File: src/rtl/repair_sb_arbiter.sv
// repair_sb_arbiter: round-robin owner of the MBTRAIN REPAIR sideband tx channel.
// Ports: clk, rst_n (async, active low), i_en (REPAIR substate enable),
//        i_valid_tx/i_msg_tx/i_data_tx (tx-side request), i_valid_rx/i_msg_rx
//        (rx-side request), i_sb_busy (sideband busy); o_sb_valid/o_sb_message/
//        o_sb_data (to sideband), o_grant_tx/o_grant_rx (current owner),
//        o_busy_negedge_tx/o_busy_negedge_rx (done pulses), o_timeout.
// Optional: define REPAIR_SB_ARB_TIMEOUT_EN to abort a transfer that has not
//        completed TIMEOUT_CYCLES cycles after its grant.
module repair_sb_arbiter #(
  parameter logic [15:0] TIMEOUT_CYCLES = 16'd8000,
  parameter int unsigned CNT_W          = 16
) (
  input  logic       clk,
  input  logic       rst_n,
  input  logic       i_en,
  input  logic       i_valid_tx,
  input  logic [3:0] i_msg_tx,
  input  logic [2:0] i_data_tx,
  input  logic       i_valid_rx,
  input  logic [3:0] i_msg_rx,
  input  logic       i_sb_busy,
  output logic       o_sb_valid,
  output logic [3:0] o_sb_message,
  output logic [2:0] o_sb_data,
  output logic       o_grant_tx,
  output logic       o_grant_rx,
  output logic       o_busy_negedge_tx,
  output logic       o_busy_negedge_rx,
  output logic       o_timeout
);

  typedef enum logic [2:0] {
    S_DISABLED,
    S_ARB,
    S_ISSUE,
    S_WAIT_DONE,
    S_COOLDOWN
  } state_e;

  state_e     state_q, state_d;
  logic       busy_q;
  logic       rr_rx_q, rr_rx_d;
  logic       valid_q, valid_d;
  logic [3:0] msg_q, msg_d;
  logic [2:0] data_q, data_d;
  logic       gnt_tx_q, gnt_tx_d;
  logic       gnt_rx_q, gnt_rx_d;
  logic       done_tx_q, done_tx_d;
  logic       done_rx_q, done_rx_d;
  logic       busy_fall;
  logic       pick_tx;
  logic       pick_rx;

`ifdef REPAIR_SB_ARB_TIMEOUT_EN
  localparam logic [CNT_W-1:0] TMO_LAST =
    CNT_W'(TIMEOUT_CYCLES - 16'd1);
  logic [CNT_W-1:0] cnt_q, cnt_d;
  logic             tmo_q, tmo_d;
`else
  logic unused_cfg;
  assign unused_cfg = ^{TIMEOUT_CYCLES, CNT_W};
`endif

  assign busy_fall = busy_q & ~i_sb_busy;

  // rr_rx_q=1 means rx was served last, so tx wins a tie.
  assign pick_tx = i_valid_tx & (~i_valid_rx | rr_rx_q);
  assign pick_rx = i_valid_rx & (~i_valid_tx | ~rr_rx_q);

  always_comb begin
    state_d   = state_q;
    rr_rx_d   = rr_rx_q;
    valid_d   = valid_q;
    msg_d     = msg_q;
    data_d    = data_q;
    gnt_tx_d  = gnt_tx_q;
    gnt_rx_d  = gnt_rx_q;
    done_tx_d = 1'b0;
    done_rx_d = 1'b0;
`ifdef REPAIR_SB_ARB_TIMEOUT_EN
    cnt_d     = cnt_q;
    tmo_d     = 1'b0;
`endif
    if (!i_en) begin
      // Abort: drop everything, no done pulse, keep rr_rx.
      state_d  = S_DISABLED;
      valid_d  = 1'b0;
      msg_d    = 4'd0;
      data_d   = 3'd0;
      gnt_tx_d = 1'b0;
      gnt_rx_d = 1'b0;
`ifdef REPAIR_SB_ARB_TIMEOUT_EN
      cnt_d    = '0;
`endif
    end else begin
      unique case (state_q)
        S_DISABLED: begin
          state_d = S_ARB;
        end
        S_ARB: begin
          unique case (1'b1)
            pick_tx: begin
              msg_d    = i_msg_tx;
              data_d   = i_data_tx;
              gnt_tx_d = 1'b1;
              valid_d  = 1'b1;
              rr_rx_d  = 1'b0;
              state_d  = S_ISSUE;
`ifdef REPAIR_SB_ARB_TIMEOUT_EN
              cnt_d    = '0;
`endif
            end
            pick_rx: begin
              msg_d    = i_msg_rx;
              data_d   = 3'd0;
              gnt_rx_d = 1'b1;
              valid_d  = 1'b1;
              rr_rx_d  = 1'b1;
              state_d  = S_ISSUE;
`ifdef REPAIR_SB_ARB_TIMEOUT_EN
              cnt_d    = '0;
`endif
            end
            default: begin
            end
          endcase
        end
        S_ISSUE: begin
          if (i_sb_busy) begin
            valid_d = 1'b0;
            state_d = S_WAIT_DONE;
          end
        end
        S_WAIT_DONE: begin
          if (busy_fall) begin
            done_tx_d = gnt_tx_q;
            done_rx_d = gnt_rx_q;
            gnt_tx_d  = 1'b0;
            gnt_rx_d  = 1'b0;
            msg_d     = 4'd0;
            data_d    = 3'd0;
            state_d   = S_COOLDOWN;
          end
        end
        S_COOLDOWN: begin
          // One idle cycle lets the served side drop its valid.
          state_d = S_ARB;
        end
        default: begin
          state_d = S_DISABLED;
        end
      endcase
`ifdef REPAIR_SB_ARB_TIMEOUT_EN
      if (state_q == S_ISSUE || state_q == S_WAIT_DONE) begin
        if (cnt_q == TMO_LAST) begin
          tmo_d     = 1'b1;
          valid_d   = 1'b0;
          gnt_tx_d  = 1'b0;
          gnt_rx_d  = 1'b0;
          msg_d     = 4'd0;
          data_d    = 3'd0;
          done_tx_d = 1'b0;
          done_rx_d = 1'b0;
          state_d   = S_COOLDOWN;
        end else begin
          cnt_d = cnt_q + 1'b1;
        end
      end
`endif
    end
  end

  always_ff @(posedge clk or negedge rst_n) begin
    if (!rst_n) begin
      state_q   <= S_DISABLED;
      busy_q    <= 1'b0;
      rr_rx_q   <= 1'b1;
      valid_q   <= 1'b0;
      msg_q     <= 4'd0;
      data_q    <= 3'd0;
      gnt_tx_q  <= 1'b0;
      gnt_rx_q  <= 1'b0;
      done_tx_q <= 1'b0;
      done_rx_q <= 1'b0;
    end else begin
      state_q   <= state_d;
      busy_q    <= i_sb_busy;
      rr_rx_q   <= rr_rx_d;
      valid_q   <= valid_d;
      msg_q     <= msg_d;
      data_q    <= data_d;
      gnt_tx_q  <= gnt_tx_d;
      gnt_rx_q  <= gnt_rx_d;
      done_tx_q <= done_tx_d;
      done_rx_q <= done_rx_d;
    end
  end

`ifdef REPAIR_SB_ARB_TIMEOUT_EN
  always_ff @(posedge clk or negedge rst_n) begin
    if (!rst_n) begin
      cnt_q <= '0;
      tmo_q <= 1'b0;
    end else begin
      cnt_q <= cnt_d;
      tmo_q <= tmo_d;
    end
  end

  assign o_timeout = tmo_q;
`else
  assign o_timeout = 1'b0;
`endif

  assign o_sb_valid        = valid_q;
  assign o_sb_message      = msg_q;
  assign o_sb_data         = data_q;
  assign o_grant_tx        = gnt_tx_q;
  assign o_grant_rx        = gnt_rx_q;
  assign o_busy_negedge_tx = done_tx_q;
  assign o_busy_negedge_rx = done_rx_q;

endmodule

File: config.mk
export PLATFORM = sky130hd
export DESIGN_NAME = repair_sb_arbiter
export DESIGN_NICKNAME = d
export VERILOG_FILES = /design/src/rtl/repair_sb_arbiter.sv
export SDC_FILE = /design/constraint.sdc
export NUM_CORES = 1
export LEC_CHECK = 0
export CORE_MARGIN = 2
export CORE_UTILIZATION = 38
export DETAILED_ROUTE_END_ITERATION = 10
export PLACE_DENSITY = 0.84
export SLEW_MARGIN = 20
export SYNTH_ARGS = -nofsm -noshare
export SYNTH_HDL_FRONTEND = slang
export SYNTH_SLANG_ARGS = --single-unit
File: constraint.sdc
create_clock -name clk -period 1.2 [get_ports clk]
set_input_delay 0.12 -clock clk [delete_from_list [all_inputs] [get_ports clk]]
set_output_delay 0.12 -clock clk [all_outputs]
set_load 0.02 [all_outputs]
After elaboration in Yosys (flattened, before gate mapping):

Cells that the tools add are included.

* register bits after elaboration: 17
* bits in latches: 0
* RAM bits: 0
* ROM bits: 0
* output and inout bits: 13
* word-level logic and storage cells: 72
* memories: 0

* add/subtract/negate cells: 0
* $mul: 0
* div/mod/pow operators: 0
* $lt $le $gt $ge: 0
* equal/unequal tests: 12
* shift-type cells: 0
* multiplexer cells: 31
* bitwise logic cells: 9
* reductions and logical operators: 10

Operators by type and width (count)
* $mux 3: 6
* $reduce_and 3->1: 6
* $pmux 4 s2: 2
* $ne 3x3->1 const B: 5
* $mux 1: 14
* $pmux 3 s2: 2
* $pmux 3 s4: 1
* $mux 4: 2
* $pmux 1 s2: 4
* $eq 3x2->1 const B: 2
* $ne 3x1->1 const B: 2
* $ne 4x4->1 const B: 1
* $not 1->1: 4
* $reduce_or 2->1: 2
* $and 1x1->1: 3
* $eq 3x1->1 const B: 1
* $eq 3x3->1 const B: 1
* $logic_not 3->1: 1
* $or 1x1->1: 2
* $reduce_bool 2->1: 1

Logic depth before layout (Yosys ltp):

Gate-level depths: netlist of the first run.

* word-level depth: 7
* mapped depth: 3

Least setup slack after synthesis of the first run:

No wires, ideal clock.

* path type: register to register
* start point: register state_q[1]
* end point: register data_q[0] (netlist: o_sb_data[0])
* arrival: 1.003 ns
* setup slack: 0.076 ns
* cell stages (with the launch flop): 4
* buffers on the path: 0
* path through: dfrtp_1 and4bb_4 o211a_1 a32o_2

* longest elaborated chain between the ends: 3
* elaborated cells on any way between the ends: 8
* classes of those cells: 5 x eq/ne; 2 x mux; 1 x reduce/logical

Ends and longest elaborated chain
* from (decl): line 40 `state_e state_q, state_d;`
* from (signal assigned): line 186 `state_q <= state_d;`
* $eq 3x1->1 or $eq 3x2->1 (tied branches): line 96 `unique case (state_q)`
* $ne 4x4->1 (no source line) (tied with other cells)
* $reduce_and 3->1 (no source line) or $mux 3 (tied branches)
* to (signal assigned): line 191 `data_q <= data_d;`
* to (decl): line 45 `logic [2:0] data_q, data_d;`

Parallel ways exist; a longest one is shown, timed or not.
A chain may end at the register's enable or synchronous reset.

Worst setup path in the final report of the first run:

Ends and elaborated chain as after synthesis.

==> out/results.env, run 1 <==
OUTCOME='finished clean'
DIE_HEIGHT_UM=50.5
STATIC-LEAKAGE-POWER_uW=0.000604
FINAL_CELL_MIX='dfrtp_1 (15), clkdlybuf4s50_1 (15), dlygate4sd2_1 (12), buf_4 (9), nand2_1 (5)'
FINALWIRELENGTH_UM=2050
CRITICAL_PATH_REQUIRED_NS=1.40
SIGNAL_ARRIVAL_TIME_AT_THE_WORST_ENDPOINT_NS=1.38
DIE-WIDTH_UM=50.5
ROUTED_LEN_INST_UM=15.0
TRITONCTS='built'
CRITICAL-PATH-SLOWEST-CELL='dfrtp_2'
MAXSLEWVIOLCOUNT=0
SYN_AREA_UM2=823
REGTOREGSETUPSLACK_NS=0.02
CLOCK_SINK_COUNT=17
PER_CELL_VIA_COUNT_IN_THE_ROUTED_DESIGN=5.31
SYNTHDISTINCTLIBCELLS=33
CP-START-KIND='register'
VDD_IR_DROP_MAX_uV=621
CTSLONGESTPATHBUFFERS=2
GR-USAGE-ALL-LAYERS_PCT=16.3
HOLD_WS_NS=0.138
SEQ_AREA_FRAC_SYNTH_PCT=51.8
CRITPATHMAXSTAGEDELAY_NS=0.46
AREA_GROWTH_PCT=49.8
SYNTHESIS.NETS=87
NUM_VIAS=722
CP_NUM_BUF_INV=0
REGTOREGENDPOINT='o_sb_data[0]'
GLOBAL_ROUTE.OVERFLOW_TOTAL=0
HTREE_LEVELS=1
SETUP_VIOLATIONS=0
SYN_INST_COUNT=70
CTSROOTBUFFERMASTER='clkbuf_4'
ANTENNA_VIOLATIONS_BEFORE_REPAIR=0
PATH_DELAY_FAMILY='compound AO/OA/AOI/OAI gates'
WORST_R2R_PATH_DEPTH=3
NETLIST.AREA_LEADER.SHARE_PCT=48.6
VIA_COUNT_OF_THE_FIRST_GLOBAL_ROUTING_PASS=699
DIODES=0
NETLIST.TOP_CELL.BY_AREA='dfrtp_1'
R2R-START='state_q[1]'
CRITICAL_PATH.MAX_FANOUT=6
CLKSLEWWORSTSETUPHOLDPATHS_NS=0.10
WORST_HOLD_PATH_TYPE='in -> async'
DP.FINAL_HPWL_UM=1470
DETAILED_ROUTE_DRC_ERROR_COUNT=0
INITIAL_UTILIZATION_PCT=41.1
CORE-AREA_MM2=0.00200
POWER_DENSITY_OVER_THE_CELLS_mW_PER_MM2=1150
FINAL_UTIL_PCT=61.6
MAX-CAP-VIOLATIONS=0
SYNTH.AREA.TOP_CELLS='dfrtp_1 (49%), mux2i_1 (4.9%), a32o_2 (4.1%), dfstp_2 (3.2%), o22ai_1 (3.0%)'
PORT_BUFFERS=28
DETAIL-ROUTE-ANTENNA-NETS=0
FILL_CELLS=179
YS_WARN_COUNT=0
FINAL_MIN_PERIOD_NS=1.18
GRT_PASS1_WL_UM=3080
HIGHEST_CLOCK_RATE_MHz=849
LARGEST_NET_DEGREE_AT_THE_START_OF_GLOBAL_ROUTING=18
DIE_AREA_MM2=0.00255
PERIOD_UTILIZATION_POST_ROUTE_PCT=98.2
CRITICALPATHCATEGORY='reg -> reg'
YOSYS_REGISTER_BITS=17
DRIVE_GT1_SHARE_PCT=26.6
DRT_PRE_ANTENNA_ITERS=4
IO_PINS=30
FINALHOLDVIOLATIONS=0
WORSTSKEWPAIRLATENCY_NS=0.30
FINAL_WEIGHTED_CONGESTION_OF_ROUTABILITY_DRIVEN_GLOBAL_PLACEMENT=0.809
SYN_AREA_PER_CELL_UM2=11.8
ROWS=16
FINAL_NET_COUNT=127
CRITICAL_PATH.CELL_CHAIN='o21ba_4 -> o21ai_2 -> a32o_2'
CLOCK-SKEW-FINAL_NS=0.00474
DRTITER0DRC=13
ENDPOINT_CLASS_OF_THE_CRITICAL_PATH='register'
CTS-BUFFERS-INSERTED=3
==> power by group <==
group          switching, uW  leakage (uW)  internal (uW)
sequential              64.1      0.000225            640
clock                    191     0.0000177            124
combinational            192      0.000361            203
==> cell usage after synthesis <==
| master | n |
|---|---|
| dfrtp_1 | 16 |
| nand2_1 | 5 |
| inv_1 | 4 |
| mux2i_1 | 4 |
| o22ai_1 | 4 |
| a32o_2 | 3 |
| a21boi_1 | 2 |
| a21oi_1 | 2 |
| and2_1 | 2 |
| nor2_1 | 2 |
| o21a_1 | 2 |
| o21ai_0 | 2 |
| o21ai_2 | 2 |
| a21boi_4 | 1 |
| a22oi_1 | 1 |
| a311oi_1 | 1 |
| a31oi_1 | 1 |
| and2b_2 | 1 |
| and3b_2 | 1 |
| and4bb_4 | 1 |
| buf_4 | 1 |
| clkbuf_8 | 1 |
| conb_1 | 1 |
| dfstp_2 | 1 |
| nand2b_1 | 1 |
| nand3_1 | 1 |
| nand3b_1 | 1 |
| nand4bb_1 | 1 |
| nor3b_1 | 1 |
| o2111ai_1 | 1 |
| o211a_1 | 1 |
| o21ba_2 | 1 |
| o41ai_1 | 1 |
==> registers in the layout (all words and copies together) (netlist names) <==
| register | count |
|---|---|
| busy_q | 1 |
| o_sb_message | 4 |
| o_sb_valid | 1 |
| rr_rx_q | 1 |
| o_busy_negedge_tx | 1 |
| state_q | 3 |
| o_sb_data | 3 |
| o_busy_negedge_rx | 1 |
| o_grant_rx | 1 |
| o_grant_tx | 1 |
==> metal layers <==
layer	vias up	share of wire [%]	GRT usage (%)
li1	341	-	-
met1	355	40	18.5
met5	-	0	0
met3	4	3.9	2.38
met2	22	54	28.9
met4	0	2.0	9.46
==> worst reg2reg max path, cell delays in order (launching register included) <==
cell and delay, ns:
dfrtp_2 0.46, o21ba_4 0.28, o21ai_2 0.08, a32o_2 0.27
==> logic make-up (layout without fill, tap and decap cells) <==
| kind of cell | count (synthesis) | after routing | share of synthesized area [%] |
|---|---|---|---|
| multiplexers | 4 | 4 | 4.86 |
| AND/OR/NAND/NOR | 17 | 17 | 13.5 |
| AO/OA/AOI/OAI | 25 | 25 | 24.9 |
| other | 1 | 1 | 0.455 |
| buffers and inverters | 6 | 45 | 4.41 |
| flip-flops | 17 | 17 | 51.8 |
==> metrics by stage <==
step	worst slack [ns]	total power [uW]	TNS, ns	std cells	cell area, um^2
final	0.0216	1420	0	136	1230
after global placement	-0.210	1080	-1.90	130	1170
after floorplan	0.0758	904	0	70	823
after detailed placement	-0.296	1090	-2.47	130	1170
after global routing	-0.0124	1480	-0.0464	136	1230
after CTS	0.00657	1390	0	136	1200
==> layout make-up <==
cell class | count | area (um^2) | share of cell area [%]
Clock buffer | 3 | 22.5 | 1.83
Inverter | 4 | 15.0 | 1.22
Timing Repair Buffer | 37 | 335 | 27.2
Multi-Input combinational cell | 47 | 394 | 31.9
Sequential cell | 17 | 428 | 34.7
Clock inverter | 1 | 5.00 | 0.406
Tap cell | 27 | 33.8 | 2.74
==> worst max-delay path by stage <==
stage | startpoint | endpoint | slack, ns | depth (start not counted)
detailed placement | i_valid_rx | o_sb_message[1] | -0.30 | 4
finish | state_q[1] | o_sb_data[0] | 0.02 | 3
global route | state_q[1] | o_sb_message[3] | -0.01 | 3
floorplan | state_q[1] | o_sb_data[0] | 0.08 | 3
global placement | i_valid_rx | o_sb_message[1] | -0.21 | 4
CTS | state_q[1] | o_sb_data[0] | 0.007 | 3
==> timing repair <==
item                       CTS  global route
pin swaps                    2             5
hold endpoints to repair     0             0
setup endpoints to repair   16             9
resized for setup           12             9
hold buffers                 0             0
buffers inserted             2             0
No activity file was read; power rests on OpenSTA's default activity.
==> inputs of run 2 (changes only) <==
==> constraint.sdc (replaced) <==
create_clock -name clk -period 1.2 [get_ports clk]
set_input_delay 0.18 -clock clk [delete_from_list [all_inputs] [get_ports clk]]
set_output_delay 0.18 -clock clk [all_outputs]
set_load 0.02 [all_outputs]
==> run 2 against run 1 <==
Total power grew 0.57%. Maximum frequency about the same. Global-route usage unchanged. Non-clock buffer count unchanged. Die area is the same. Critical path depth is the same. Sequential share of layout area stayed put. Critical path type unchanged. Critical endpoint unchanged.
==> out/results.env, run 2 (synthesis results as in run 1) <==
LARGEST_NET_DEGREE_AT_THE_START_OF_GLOBAL_ROUTING=18
CTSROOTBUFFERMASTER='clkbuf_4'
CRITICAL_PATH.CELL_CHAIN='o21ba_4 -> o21ai_2 -> a32o_2'
DIE_HEIGHT_UM=50.5
STATIC-LEAKAGE-POWER_uW=0.000570
POSTPLACECELLAREA_MM2=0.00117
ANTENNA_VIOLATIONS_BEFORE_REPAIR=0
MET2_USAGE_PCT=28.9
DRIVE_GT1_SHARE_PCT=30.3
LARGEST_REGISTER_FFS=4
AREA_GROWTH_PCT=49.8
DIE_AREA_MM2=0.00255
MET3_USAGE_GRT_PCT=2.38
R2R-START='state_q[1]'
GLOBAL_ROUTE.USAGE.MET1_PCT=18.5
REGTOREGSETUPSLACK_NS=0.02
PORT_BUFFERS=28
POWER_DENSITY_OVER_THE_CELLS_mW_PER_MM2=1150
GRT_BUSIEST_LAYER='met2'
REGTOREGENDPOINT='o_sb_data[0]'
FINAL_MIN_PERIOD_NS=1.18
CLOCK_SINK_COUNT=17
VDD_IR_DROP_MAX_uV=619
DRT_PRE_ANTENNA_ITERS=4
MAXSLEWVIOLCOUNT=0
PLACEMENT.SETUP.WORST_SLACK_NS=-0.356
SIGNAL_ARRIVAL_TIME_AT_THE_WORST_ENDPOINT_NS=1.38
NUMPLACEDINSTANCES=130
VIA_COUNT_OF_THE_FIRST_GLOBAL_ROUTING_PASS=699
FINALWIRELENGTH_UM=2060
DP.FINAL_HPWL_UM=1470
DETAILED_ROUTE_DRC_ERROR_COUNT=0
ROWS=16
HIGHEST_CLOCK_RATE_MHz=848
FINALINSTANCEAREA_MM2=0.00123
GLOBAL_ROUTE.OVERFLOW_TOTAL=0
WORSTSKEWPAIRLATENCY_NS=0.30
MULTI_INPUT_AREA_UM2=402
FINAL_WEIGHTED_CONGESTION_OF_ROUTABILITY_DRIVEN_GLOBAL_PLACEMENT=0.809
TRITONCTS='built'
OUTCOME='finished clean'
CTSLONGESTPATHBUFFERS=2
PERIOD_UTILIZATION_POST_ROUTE_PCT=98.3
LAYOUT_COMMONEST_CELL='dfrtp_1'
NUM_VIAS=727
INITIAL_UTILIZATION_PCT=41.1
CP-START-KIND='register'
CLKSLEWWORSTSETUPHOLDPATHS_NS=0.10
HTREE_LEVELS=1
FINAL_CELL_MIX='dfrtp_1 (15), clkdlybuf4s50_1 (14), buf_4 (9), clkdlybuf4s15_1 (7), nand2_1 (5)'
GR-USAGE-ALL-LAYERS_PCT=16.3
FINALHOLDVIOLATIONS=0
DRTITER0DRC=22
MAX-CAP-VIOLATIONS=0
CTS-BUFFERS-INSERTED=3
PER_CELL_VIA_COUNT_IN_THE_ROUTED_DESIGN=5.35
GRT_PASS1_WL_UM=3080
TOTAL_POWER_uW=1420
SETUP_TOTAL_NEGATIVE_SLACK_NS=0
CRITICAL_PATH_REQUIRED_NS=1.40
AREA.SEQUENTIAL_UM2=428
WORST_HOLD_PATH_TYPE='in -> async'
IO_PINS=30
CORE-AREA_MM2=0.00200
FINAL_NET_COUNT=127
CRITPATHMAXSTAGEDELAY_NS=0.46
RSZ0062_AT_GRT='true'
CRITICAL_PATH.MAX_FANOUT=6
DIODES=0
FINAL_CRITICAL_PATH_SETUP_SLACK_NS=0.0209
SETUP_VIOLATIONS=0
DIE-WIDTH_UM=50.5
FILL_CELLS=175
ROUTED_LEN_INST_UM=15.1
CLOCK-SKEW-FINAL_NS=0.00274
LAYOUTNONFILLERINSTCOUNT=136
ENDPOINT_CLASS_OF_THE_CRITICAL_PATH='register'
WORST_R2R_PATH_DEPTH=3
CRITICALPATHCATEGORY='reg -> reg'
DETAIL-ROUTE-ANTENNA-NETS=0
CRITICAL-PATH-SLOWEST-CELL='dfrtp_2'
run 2: changes by cell type in the layout (fill, tap and decap cells not counted), sizes merged:
cell           delta
dlygate4sd2      -10
clkdlybuf4s15     +7
clkbuf            +4
clkdlybuf4s50     -1
run 2: layout make-up:
type,count,area share (%)
repair buffers,37,26.6
multi-input cells,47,32.6
clock inverters,1,0.406
clock buffers,3,1.83
inverters,4,1.22
well taps,27,2.74
flip-flops and latches,17,34.7
run 2: critical path: cells and delay by family, from the launching register on:
| family | cells | cell delay [ns] |
|---|---|---|
| flip-flops | 1 | 0.46 |
| AO/OA/AOI/OAI | 3 | 0.62 |
run 2: repair_timing:
item                                    4_1_cts  5_1_grt
endpoints found under the setup margin       18       20
hold buffers                                  0        0
pin swaps                                     2        4
resized for setup                            17       21
buffers inserted                              2        0
run 2: power breakdown:
group | switching (uW) | internal [uW]
clock network | 193 | 124
registers | 66.4 | 641
logic | 195 | 204
total | 455 | 968
run 2: per-layer routing:
metal | vias to the layer above | wire [um]
met5 | - | 0
met1 | 361 | 844
met2 | 23 | 1090
li1 | 338 | -
met3 | 5 | 67
met4 | 0 | 53
run 2: worst max-delay path by stage:
stage	start	to	slack, ns	cells after the start
finish	state_q[1]	o_sb_data[0]	0.02	3
global route	state_q[2]	o_sb_data[0]	-0.02	3
CTS	o_sb_data[2]	o_sb_data[2]	0.004	1
detailed placement	i_valid_rx	o_sb_message[1]	-0.36	4
global placement	i_valid_rx	o_sb_message[1]	-0.27	4
floorplan	state_q[1]	o_sb_data[0]	0.08	3
run 2: metrics by stage:
stage                     util, %  hold WS, ns
final                        61.6        0.196
after global routing         61.6        0.216
after CTS                    59.9        0.199
after detailed placement     58.4        0.494
after global placement       58.4        0.484
after floorplan                 -       -0.116
==> inputs of run 3 (changes only) <==
CORE_UTILIZATION = 26   (was 38)
PLACE_DENSITY = 0.64   (was 0.84)
==> run 3 against run 2 <==
Die area is 42% higher. Non-clock buffer count is 2 higher. Sequential share of layout area is 0.62 points lower. Total power is 1.3% lower. Flip-flop and latch count stayed put. Utilization is 20 points lower. Critical endpoint unchanged. Largest cell class unchanged. Largest power group unchanged.
==> out/results.env, run 3 (synthesis results as in run 1) <==
SETUP_TOTAL_NEGATIVE_SLACK_NS=0
HOLD_WS_NS=0.201
SIGNAL_ARRIVAL_TIME_AT_THE_WORST_ENDPOINT_NS=1.41
CRITICAL_PATH.MAX_FANOUT=4
DIE-WIDTH_UM=60.3
CORE-AREA_MM2=0.00303
CTSROOTBUFFERMASTER='clkbuf_4'
FILL_CELLS=310
CTSLONGESTPATHBUFFERS=2
GR-USAGE-ALL-LAYERS_PCT=11.7
FINAL_NET_COUNT=129
WORST_HOLD_PATH_TYPE='in -> async'
GLOBAL_ROUTE.OVERFLOW_TOTAL=0
R2R-START='state_q[2]'
NUM_VIAS=704
PORT_BUFFERS=28
DETAIL-ROUTE-ANTENNA-NETS=0
PERIOD_UTILIZATION_POST_ROUTE_PCT=97.6
GRT_PASS1_WL_UM=3140
AREA_GROWTH_PCT=52.1
ROUTED_LEN_INST_UM=12.8
POWER_DENSITY_OVER_THE_CELLS_mW_PER_MM2=1120
STARTPOINT='state_q[2]'
MAX-CAP-VIOLATIONS=0
CLKSLEWWORSTSETUPHOLDPATHS_NS=0.10
VDD_IR_DROP_MAX_uV=382
FINAL_CELL_MIX='dfrtp_1 (16), clkdlybuf4s50_1 (14), buf_4 (11), nand2_1 (5), clkdlybuf4s15_1 (5)'
DIE_HEIGHT_UM=60.3
IO_PINS=30
CLOCK_SINK_COUNT=17
PER_CELL_VIA_COUNT_IN_THE_ROUTED_DESIGN=4.54
LARGEST_NET_DEGREE_AT_THE_START_OF_GLOBAL_ROUTING=18
DRTITER0DRC=17
FINAL_MIN_PERIOD_NS=1.17
SETUP_VIOLATIONS=0
DRT_PRE_ANTENNA_ITERS=4
DIODES=0
DETAILED_ROUTE_DRC_ERROR_COUNT=0
ROWS=20
MULTI_INPUT_AREA_UM2=389
RSZ0062_AT_GRT='true'
ENDPOINT_CLASS_OF_THE_CRITICAL_PATH='register'
VIA_COUNT_OF_THE_FIRST_GLOBAL_ROUTING_PASS=695
MAXSLEWVIOLCOUNT=0
WORSTSKEWPAIRLATENCY_NS=0.29
POSTCTSHOLDBUFS=0
FINAL_WEIGHTED_CONGESTION_OF_ROUTABILITY_DRIVEN_GLOBAL_PLACEMENT=0.726
FINAL_UTIL_PCT=41.4
HTREE_LEVELS=1
INITIAL_UTILIZATION_PCT=27.2
TRITONCTS='built'
FINALWIRELENGTH_UM=1980
CRITICAL_PATH_REQUIRED_NS=1.44
FINAL_CRITICAL_PATH_SETUP_SLACK_NS=0.0283
OUTCOME='finished clean'
STATIC-LEAKAGE-POWER_uW=0.000583
DIE_AREA_MM2=0.00363
HIGHEST_CLOCK_RATE_MHz=853
AREA.SEQUENTIAL_UM2=427
CLOCK-SKEW-FINAL_NS=0.00560
ANTENNA_VIOLATIONS_BEFORE_REPAIR=0
DP.FINAL_HPWL_UM=1470
LAYOUT_COMMONEST_CELL='dfrtp_1'
LARGEST_REGISTER_FFS=4
DRIVE_GT1_SHARE_PCT=28.8
PLACEMENT.SETUP.WORST_SLACK_NS=-0.359
CP-START-KIND='register'
CRITICALPATHCATEGORY='reg -> reg'
FINALINSTANCEAREA_MM2=0.00125
FINALHOLDVIOLATIONS=0
CTS-BUFFERS-INSERTED=3
POSTPLACECELLAREA_MM2=0.00120
## run 3: layer usage
metal	vias up	track usage, %	routed length (um)
met1	332	14.3	863
met2	23	18.8	953
met5	-	0	0
met3	5	3.03	129
met4	0	5.71	34
li1	344	-	-
## run 3: worst paths after layout
| path | to | slack [ns] | cells after the start |
|---|---|---|---|
| worst min register to register | o_busy_negedge_tx | 0.53 | 1 |
| worst max register to register | o_sb_data[0] | 0.03 | 3 |
| min in group clk | rr_rx_q | 0.27 | 2 |
| max in group asynchronous | rr_rx_q | 0.74 | 2 |
| worst min-delay path | o_grant_rx | 0.20 | 2 |
| worst max-delay path | o_sb_data[0] | 0.03 | 3 |
## run 3: area by class of cell
class,count,area share [%]
clock buffers,4,2.10
inverters,4,1.20
multi-input cells,47,31.1
flip-flops and latches,17,34.1
well taps,44,4.40
repair buffers,39,27.2
## run 3: power by group
part | internal [uW] | total [uW] | switching, uW
Clock | 129 | 307 | 178
Sequential | 640 | 701 | 61.6
Combinational | 209 | 397 | 187
## run 3: stage by stage
stage / cells / power [uW]
after floorplan: 70 / 904
after global placement: 148 / 1090
after detailed placement: 148 / 1100
after CTS: 155 / 1400
after global routing: 155 / 1480
final: 155 / 1410
## run 3: critical path, stage by stage (launching register included)
cell,delay (ns)
dfrtp_1,0.43
and4bb_4,0.39
o211a_4,0.18
a32o_2,0.11
## run 3: what timing repair did
action / 4_1_cts / 5_1_grt
gates resized for setup: 16 / 15
setup buffers: 3 / 0
pin swaps: 1 / 2
endpoints found under the setup margin: 19 / 16
endpoints found under the hold margin: 0 / 0
